===== src/rtl/tail_light_monitor.sv =====
// tail_light_monitor: receive-side checker for the six-lamp turn-signal bus.
// Samples y every clock, decodes mode/step, checks each transition against the
// left, right and hazard sequences, latches the first violation and keeps
// saturating counts of completed sequences.
// Ports:
//   clk        in   system clock, rising edge
//   reset      in   asynchronous active-low reset
//   y[5:0]     in   lamp vector {LC,LB,LA,RA,RB,RC}
//   clr        in   synchronous clear of fault/counters, returns to SYNC
//   mode[1:0]  out  00 idle, 01 left, 10 right, 11 hazard
//   step[1:0]  out  lamps lit in current half (3 for hazard)
//   synced     out  all-off has been seen and checking is active
//   fault      out  sticky violation flag
//   fault_code out  000 none, 001 illegal pattern, 010 illegal edge, 011 stall
//   left_cnt / right_cnt / haz_cnt  out  completed-sequence counters
module tail_light_monitor #(
  parameter int unsigned CW        = 8,
  parameter int unsigned STALL_MAX = 1
) (
  input  logic          clk,
  input  logic          reset,
  input  logic [5:0]    y,
  input  logic          clr,
  output logic [1:0]    mode,
  output logic [1:0]    step,
  output logic          synced,
  output logic          fault,
  output logic [2:0]    fault_code,
  output logic [CW-1:0] left_cnt,
  output logic [CW-1:0] right_cnt,
  output logic [CW-1:0] haz_cnt
);

  typedef enum logic [3:0] {
    S_SYNC, S_OFF, S_L1, S_L2, S_L3, S_R1, S_R2, S_R3, S_HZ
  } state_t;

  localparam int unsigned SW = (STALL_MAX < 1) ? 1 : $clog2(STALL_MAX + 1);
  localparam logic [SW-1:0] STALL_LIM = SW'(STALL_MAX);

  localparam logic [2:0] FC_NONE  = 3'b000;
  localparam logic [2:0] FC_PAT   = 3'b001;
  localparam logic [2:0] FC_EDGE  = 3'b010;
  localparam logic [2:0] FC_STALL = 3'b011;

  state_t          r_state, w_state;
  logic [SW-1:0]   r_stall, w_stall;
  logic            r_fault, w_fault;
  logic [2:0]      r_code, w_code;
  logic [CW-1:0]   r_lcnt, w_lcnt;
  logic [CW-1:0]   r_rcnt, w_rcnt;
  logic [CW-1:0]   r_hcnt, w_hcnt;
  logic            r_cnt_ok, w_cnt_ok;
  logic [1:0]      r_mode, w_mode;
  logic [1:0]      r_step, w_step;
  logic            r_synced, w_synced;

  state_t          w_pat;
  logic            w_pat_ok;
  logic            w_viol;
  logic [2:0]      w_vcode;

  // Legal successor of a checking state (same-state hold handled separately).
  function automatic logic legal_edge(input state_t from, input state_t to);
    case (from)
      S_OFF:                return (to == S_L1) || (to == S_R1) || (to == S_HZ);
      S_L1:                 return to == S_L2;
      S_L2:                 return to == S_L3;
      S_R1:                 return to == S_R2;
      S_R2:                 return to == S_R3;
      S_L3, S_R3, S_HZ:     return to == S_OFF;
      default:              return 1'b0;
    endcase
  endfunction

  // {mode, step} shown for a state; SYNC and OFF both read as idle.
  function automatic logic [3:0] mode_step(input state_t s);
    case (s)
      S_L1:    return 4'b01_01;
      S_L2:    return 4'b01_10;
      S_L3:    return 4'b01_11;
      S_R1:    return 4'b10_01;
      S_R2:    return 4'b10_10;
      S_R3:    return 4'b10_11;
      S_HZ:    return 4'b11_11;
      default: return 4'b00_00;
    endcase
  endfunction

  function automatic logic [CW-1:0] sat_inc(input logic [CW-1:0] v);
    return (&v) ? v : v + CW'(1);
  endfunction

  // Pattern decode; illegal values map to SYNC with w_pat_ok low.
  always_comb begin
    w_pat    = S_SYNC;
    w_pat_ok = 1'b1;
    case (y)
      6'b000000: w_pat = S_OFF;
      6'b001000: w_pat = S_L1;
      6'b011000: w_pat = S_L2;
      6'b111000: w_pat = S_L3;
      6'b000100: w_pat = S_R1;
      6'b000110: w_pat = S_R2;
      6'b000111: w_pat = S_R3;
      6'b111111: w_pat = S_HZ;
      default:   w_pat_ok = 1'b0;
    endcase
  end

  // Next-state, checking and counting.
  always_comb begin
    w_state  = r_state;
    w_stall  = r_stall;
    w_fault  = r_fault;
    w_code   = r_code;
    w_lcnt   = r_lcnt;
    w_rcnt   = r_rcnt;
    w_hcnt   = r_hcnt;
    w_cnt_ok = r_cnt_ok;
    w_viol   = 1'b0;
    w_vcode  = FC_NONE;

    if (clr) begin
      w_state  = S_SYNC;
      w_stall  = '0;
      w_fault  = 1'b0;
      w_code   = FC_NONE;
      w_lcnt   = '0;
      w_rcnt   = '0;
      w_hcnt   = '0;
      w_cnt_ok = 1'b0;
    end else if (r_state == S_SYNC) begin
      if (w_pat_ok && (w_pat == S_OFF)) begin
        w_state  = S_OFF;
        w_stall  = '0;
        w_cnt_ok = 1'b1;
      end
    end else begin
      if (!w_pat_ok) begin
        w_viol  = 1'b1;
        w_vcode = FC_PAT;
        w_state = S_SYNC;
        w_stall = '0;
      end else if (w_pat == r_state) begin
        // OFF may idle forever; lit patterns may only hold STALL_MAX extra cycles.
        if (r_state != S_OFF) begin
          if (r_stall < STALL_LIM) begin
            w_stall = r_stall + SW'(1);
          end else begin
            w_viol  = 1'b1;
            w_vcode = FC_STALL;
          end
        end
      end else if (legal_edge(r_state, w_pat)) begin
        w_state = w_pat;
        w_stall = '0;
        if (r_cnt_ok) begin
          case (r_state)
            S_L3:    w_lcnt = sat_inc(r_lcnt);
            S_R3:    w_rcnt = sat_inc(r_rcnt);
            S_HZ:    w_hcnt = sat_inc(r_hcnt);
            default: ;
          endcase
        end
      end else begin
        w_viol  = 1'b1;
        w_vcode = FC_EDGE;
        w_state = w_pat;
        w_stall = '0;
      end

      // After a violation, counting waits until the monitor is back in OFF,
      // so a sequence that started out of step is never credited.
      if (w_viol) begin
        w_cnt_ok = 1'b0;
        if (!r_fault) begin
          w_fault = 1'b1;
          w_code  = w_vcode;
        end
      end else if (w_state == S_OFF) begin
        w_cnt_ok = 1'b1;
      end
    end

    {w_mode, w_step} = mode_step(w_state);
    w_synced         = (w_state != S_SYNC);
  end

  // State and output registers.
  always_ff @(posedge clk or negedge reset) begin
    if (!reset) begin
      r_state  <= S_SYNC;
      r_stall  <= '0;
      r_fault  <= 1'b0;
      r_code   <= FC_NONE;
      r_lcnt   <= '0;
      r_rcnt   <= '0;
      r_hcnt   <= '0;
      r_cnt_ok <= 1'b0;
      r_mode   <= 2'b00;
      r_step   <= 2'b00;
      r_synced <= 1'b0;
    end else begin
      r_state  <= w_state;
      r_stall  <= w_stall;
      r_fault  <= w_fault;
      r_code   <= w_code;
      r_lcnt   <= w_lcnt;
      r_rcnt   <= w_rcnt;
      r_hcnt   <= w_hcnt;
      r_cnt_ok <= w_cnt_ok;
      r_mode   <= w_mode;
      r_step   <= w_step;
      r_synced <= w_synced;
    end
  end

  assign mode       = r_mode;
  assign step       = r_step;
  assign synced     = r_synced;
  assign fault      = r_fault;
  assign fault_code = r_code;
  assign left_cnt   = r_lcnt;
  assign right_cnt  = r_rcnt;
  assign haz_cnt    = r_hcnt;

endmodule


===== config.mk =====
export PLATFORM = sky130hd
export DESIGN_NAME = tail_light_monitor
export DESIGN_NICKNAME = d
export VERILOG_FILES = /design/src/rtl/tail_light_monitor.sv
export SDC_FILE = /design/constraint.sdc
export NUM_CORES = 1
export LEC_CHECK = 0
export BUFFER_PORTS_ARGS = -buffer_cell sky130_fd_sc_hd__buf_2
export CAP_MARGIN = 0
export CELL_PAD_IN_SITES_DETAIL_PLACEMENT = 0
export CELL_PAD_IN_SITES_GLOBAL_PLACEMENT = 2
export CORE_MARGIN = 5
export CORE_UTILIZATION = 34
export CTS_CLUSTER_SIZE = 30
export DETAILED_ROUTE_END_ITERATION = 8
export GPL_TIMING_DRIVEN = 0
export PLACE_DENSITY_LB_ADDON = 0.15
export SETUP_SLACK_MARGIN = 0.05
export SLEW_MARGIN = 20
export SYNTH_ARGS = -nofsm -noshare
export SYNTH_HDL_FRONTEND = slang
export SYNTH_SLANG_ARGS = --single-unit

===== constraint.sdc =====
create_clock -name clk -period 2.8 [get_ports clk]
set_input_delay 0.14 -clock clk [delete_from_list [all_inputs] [get_ports clk]]
set_output_delay 0.14 -clock clk [all_outputs]
set_load 0.02 [all_outputs]

==> metrics.yaml <==
power.switching_mw: 0.2911
grt_pass1_wl_um: 11460
status: "finished, violations left"
end_kind: "flip-flop"
crit_required_ns: 3.02
drv_slew: 0
synth-seq-cells: 38
fin_crit_sh: 0.9043
final_period_minus_worst_setup_slack_ns: 2.532
p_int_mw: 0.9354
startpoint: "r_state[1]$_DFF_PN0_"
die_area_um2: 9311
cellPowerDensity_nw_per_um2: 407.8
slew_headroom: 0.3926
synth-edff-count: 0
design_area_um2: 3008
rows: 31
num_io_pins: 42
dp_hpwl_um: 5014
maxCapViolations: 0
htree_levels: 2
ys_async_sr_fraction: 1.000
start_util: 0.3507
via_count: 2332
pwr-share-clk: 0.478
grt_max_degree: 39
crit_arrival_ns: 2.76
ys_warn_count: 0
core-area_um2: 7253
path_clk_slew_ns: 0.09
grt_setup_unrepaired: "false"
rrSetupSlack_ns: 0.27
cp_max_fo: 10
ys.flop_type: "dfrtp_1"
drtIter0Drc: 53
cts_made_buffers: 5
grt_pass1_vias: 2205
fillers: 772
ctsRootBufferMaster: "clkbuf_8"
r2r-start: "r_state[1]$_DFF_PN0_"
worst-slew-pin-transition_ns: 0.9111
cts_hold_buf: 0
fmax_mhz: 394.9
syn-cell-area_um2: 2544
cts_tree: "yes"
cts_sinks: 38
finalHoldViolCount: 38
via_per_inst: 5.361
fin_nets: 347
setup_tns_ns: 0
dr.pass1.iters: 4
placement.io_buffers: 38
netSwitchingFraction: 0.2373
die_h_um: 96.50
pwr-share-seq: 0.449
gp_congestion: 0.7419
avgSynthCellArea_um2: 8.771
synthCells: 290
fin_skew_ns: 0.008370
share_comb_of_total_power: 0.073
clock_latency_ns: 0.30
cp-start-kind: "flip-flop"
drive_gt1_frac: 0.2292
violations: "negative hold slack"
synthToLayoutAreaGrowth_pct: 18.25
wire_per_inst_um: 16.00
placed_area_um2: 2858
antenna_found_initial: 0
ys_seq_area_frac: 0.3738
crit_type: "flip-flop to flip-flop"
peakVddDrop_mv: 0.2069
fp.dieW_um: 96.50
synth_cell_type_count: 60
hp-class: "input port to async pin"
drc: 0
postSynthNetCount: 302
gr-total-overflow: 0
wl_um: 6958
timing.hold.ws_ns: -0.03496
antenna_cells: 0
clockBufferDepth: 2
setup_violations: 0
antenna_left: 0
p_leak_nw: 1.298
grt.total_usage: 0.1590
==> stage by stage <==
step | util | std cells | hold slack (ns) | worst slack [ns] | total power, mW
floorplan | - | 290 | -0.1556 | 0.5155 | 0.6185
global placement | 0.3940 | 427 | 0.3425 | 0.1267 | 0.6524
detailed placement | 0.3940 | 427 | 0.3425 | 0.1266 | 0.6526
CTS | 0.4130 | 435 | 0.004913 | 0.09492 | 1.249
global route | 0.4147 | 435 | 0.03927 | 0.06488 | 1.274
finish | 0.4147 | 435 | -0.03496 | 0.2680 | 1.227
==> final cells by class <==
type	instances	area (um^2)	area share
multi-input cells	223	1468	0.4879
clock buffers	5	68.82	0.02288
plain buffers	18	96.34	0.03203
flip-flops and latches	38	950.9	0.3161
repair buffers	38	190.2	0.06323
clock inverters	3	68.82	0.02288
well taps	99	123.9	0.04118
inverters	11	41.29	0.01373
==> cells in the final DEF (no fill, tap or decap), types with 3 or more instances in the layout <==
cell | netlist | layout
mux2_2 | 3 | 3
nor2b_1 | 8 | 8
a211oi_1 | 4 | 4
nor3_1 | 8 | 8
xnor2_1 | 5 | 5
nand3_1 | 14 | 14
clkbuf_1 | 7 | 7
dfrtp_1 | 38 | 38
o41ai_1 | 3 | 3
o311ai_1 | 3 | 3
nand4_1 | 6 | 6
or3_1 | 12 | 12
xor2_1 | 3 | 3
o21ai_0 | 18 | 18
and3_1 | 5 | 5
nor2_1 | 20 | 20
a31oi_1 | 4 | 4
buf_2 | 8 | 46
a21oi_1 | 23 | 23
o21ai_1 | 4 | 4
or2_2 | 3 | 3
nor4_1 | 4 | 3
inv_1 | 10 | 10
o21a_1 | 5 | 5
nand2_1 | 21 | 21
ha_1 | 3 | 3
clkbuf_8 | 0 | 5
or4_1 | 5 | 5
==> state kept, by name, summed over array words and instances (netlist names) <==
register and cells:
fault_code 2, r_stall 1, r_cnt_ok 1, haz_cnt 8, synced 1, step 2, r_state 4, fault 1
left_cnt 8, right_cnt 8, mode 2
==> routing by layer <==
layer,part of all wire,track usage,vias up
met5,0,0,-
met4,0.011,0.04439,0
met3,0.028,0.02866,7
met2,0.45,0.2414,37
met1,0.51,0.2310,1104
li1,-,-,1184
==> cells by family after synthesis <==
kind of cell | synth area share
adders and majority gates | 0.01476
buffers and inverters | 0.05411
muxes | 0.02115
and+or+nand+nor | 0.2700
DFF | 0.3738
AOI/OAI and AO/OA | 0.2371
xor gates and xnor gates | 0.02755
other | 0.001474
==> repair_timing <==
| item | in CTS | in global routing |
|---|---|---|
| buffers inserted | 0 | 0 |
| endpoints found under the setup margin | 0 | 20 |
| resized for setup | 0 | 2 |
| hold endpoints to repair | 0 | 0 |
==> power groups by stage <==
stage	sequential, mW	clock (mW)	combinational, mW
finish	0.551	0.586	0.0891
floorplan	0.563	0	0.0560
detailed placement	0.562	0	0.0907
CTS	0.551	0.607	0.0908
global route	0.551	0.622	0.101
global placement	0.562	0	0.0905
==> critical path, stage by stage (launching register included) <==
cell,delay (ns)
dfrtp_1,0.42
buf_2,0.21
nor4_2,0.38
o21ai_1,0.17
o32ai_4,0.41
a41oi_4,0.14
or4_1,0.56
a21oi_1,0.16
==> cells in the mapped netlist, types with 3 or more instances <==
library cell  number  share of area
ha_1               3          0.015
dfrtp_1           38           0.37
nor2b_1            8          0.020
o41ai_1            3          0.010
o311ai_1           3          0.010
xor2_1             3          0.010
clkbuf_1           7          0.010
o21a_1             5          0.015
nor4_1             4         0.0098
inv_1             10          0.015
a21oi_1           23          0.045
a31oi_1            4         0.0098
nor2_1            20          0.030
mux2_2             3          0.013
o21ai_1            4         0.0079
or3_1             12          0.030
buf_2              8          0.016
nand3_1           14          0.028
or2_2              3         0.0074
a211oi_1           4          0.012
or4_1              5          0.015
nand4_1            6          0.015
and3_1             5          0.012
nor3_1             8          0.016
nand2_1           21          0.031
o21ai_0           18          0.035
xnor2_1            5          0.017
==> worst paths after layout <==
kind | endpoint | cells past startpoint
min | fault_code[0]$_DFFE_PN0P_ | 1
max reg2reg | right_cnt[7]$_DFFE_PN0P_ | 7
max in group asynchronous | left_cnt[7]$_DFFE_PN0P_ | 1
max | right_cnt[7]$_DFFE_PN0P_ | 7
min reg2reg | r_stall$_DFFE_PN0P_ | 1
min in group clk | r_cnt_ok$_DFFE_PN0P_ | 3
(Power assumes the default switching activity.)
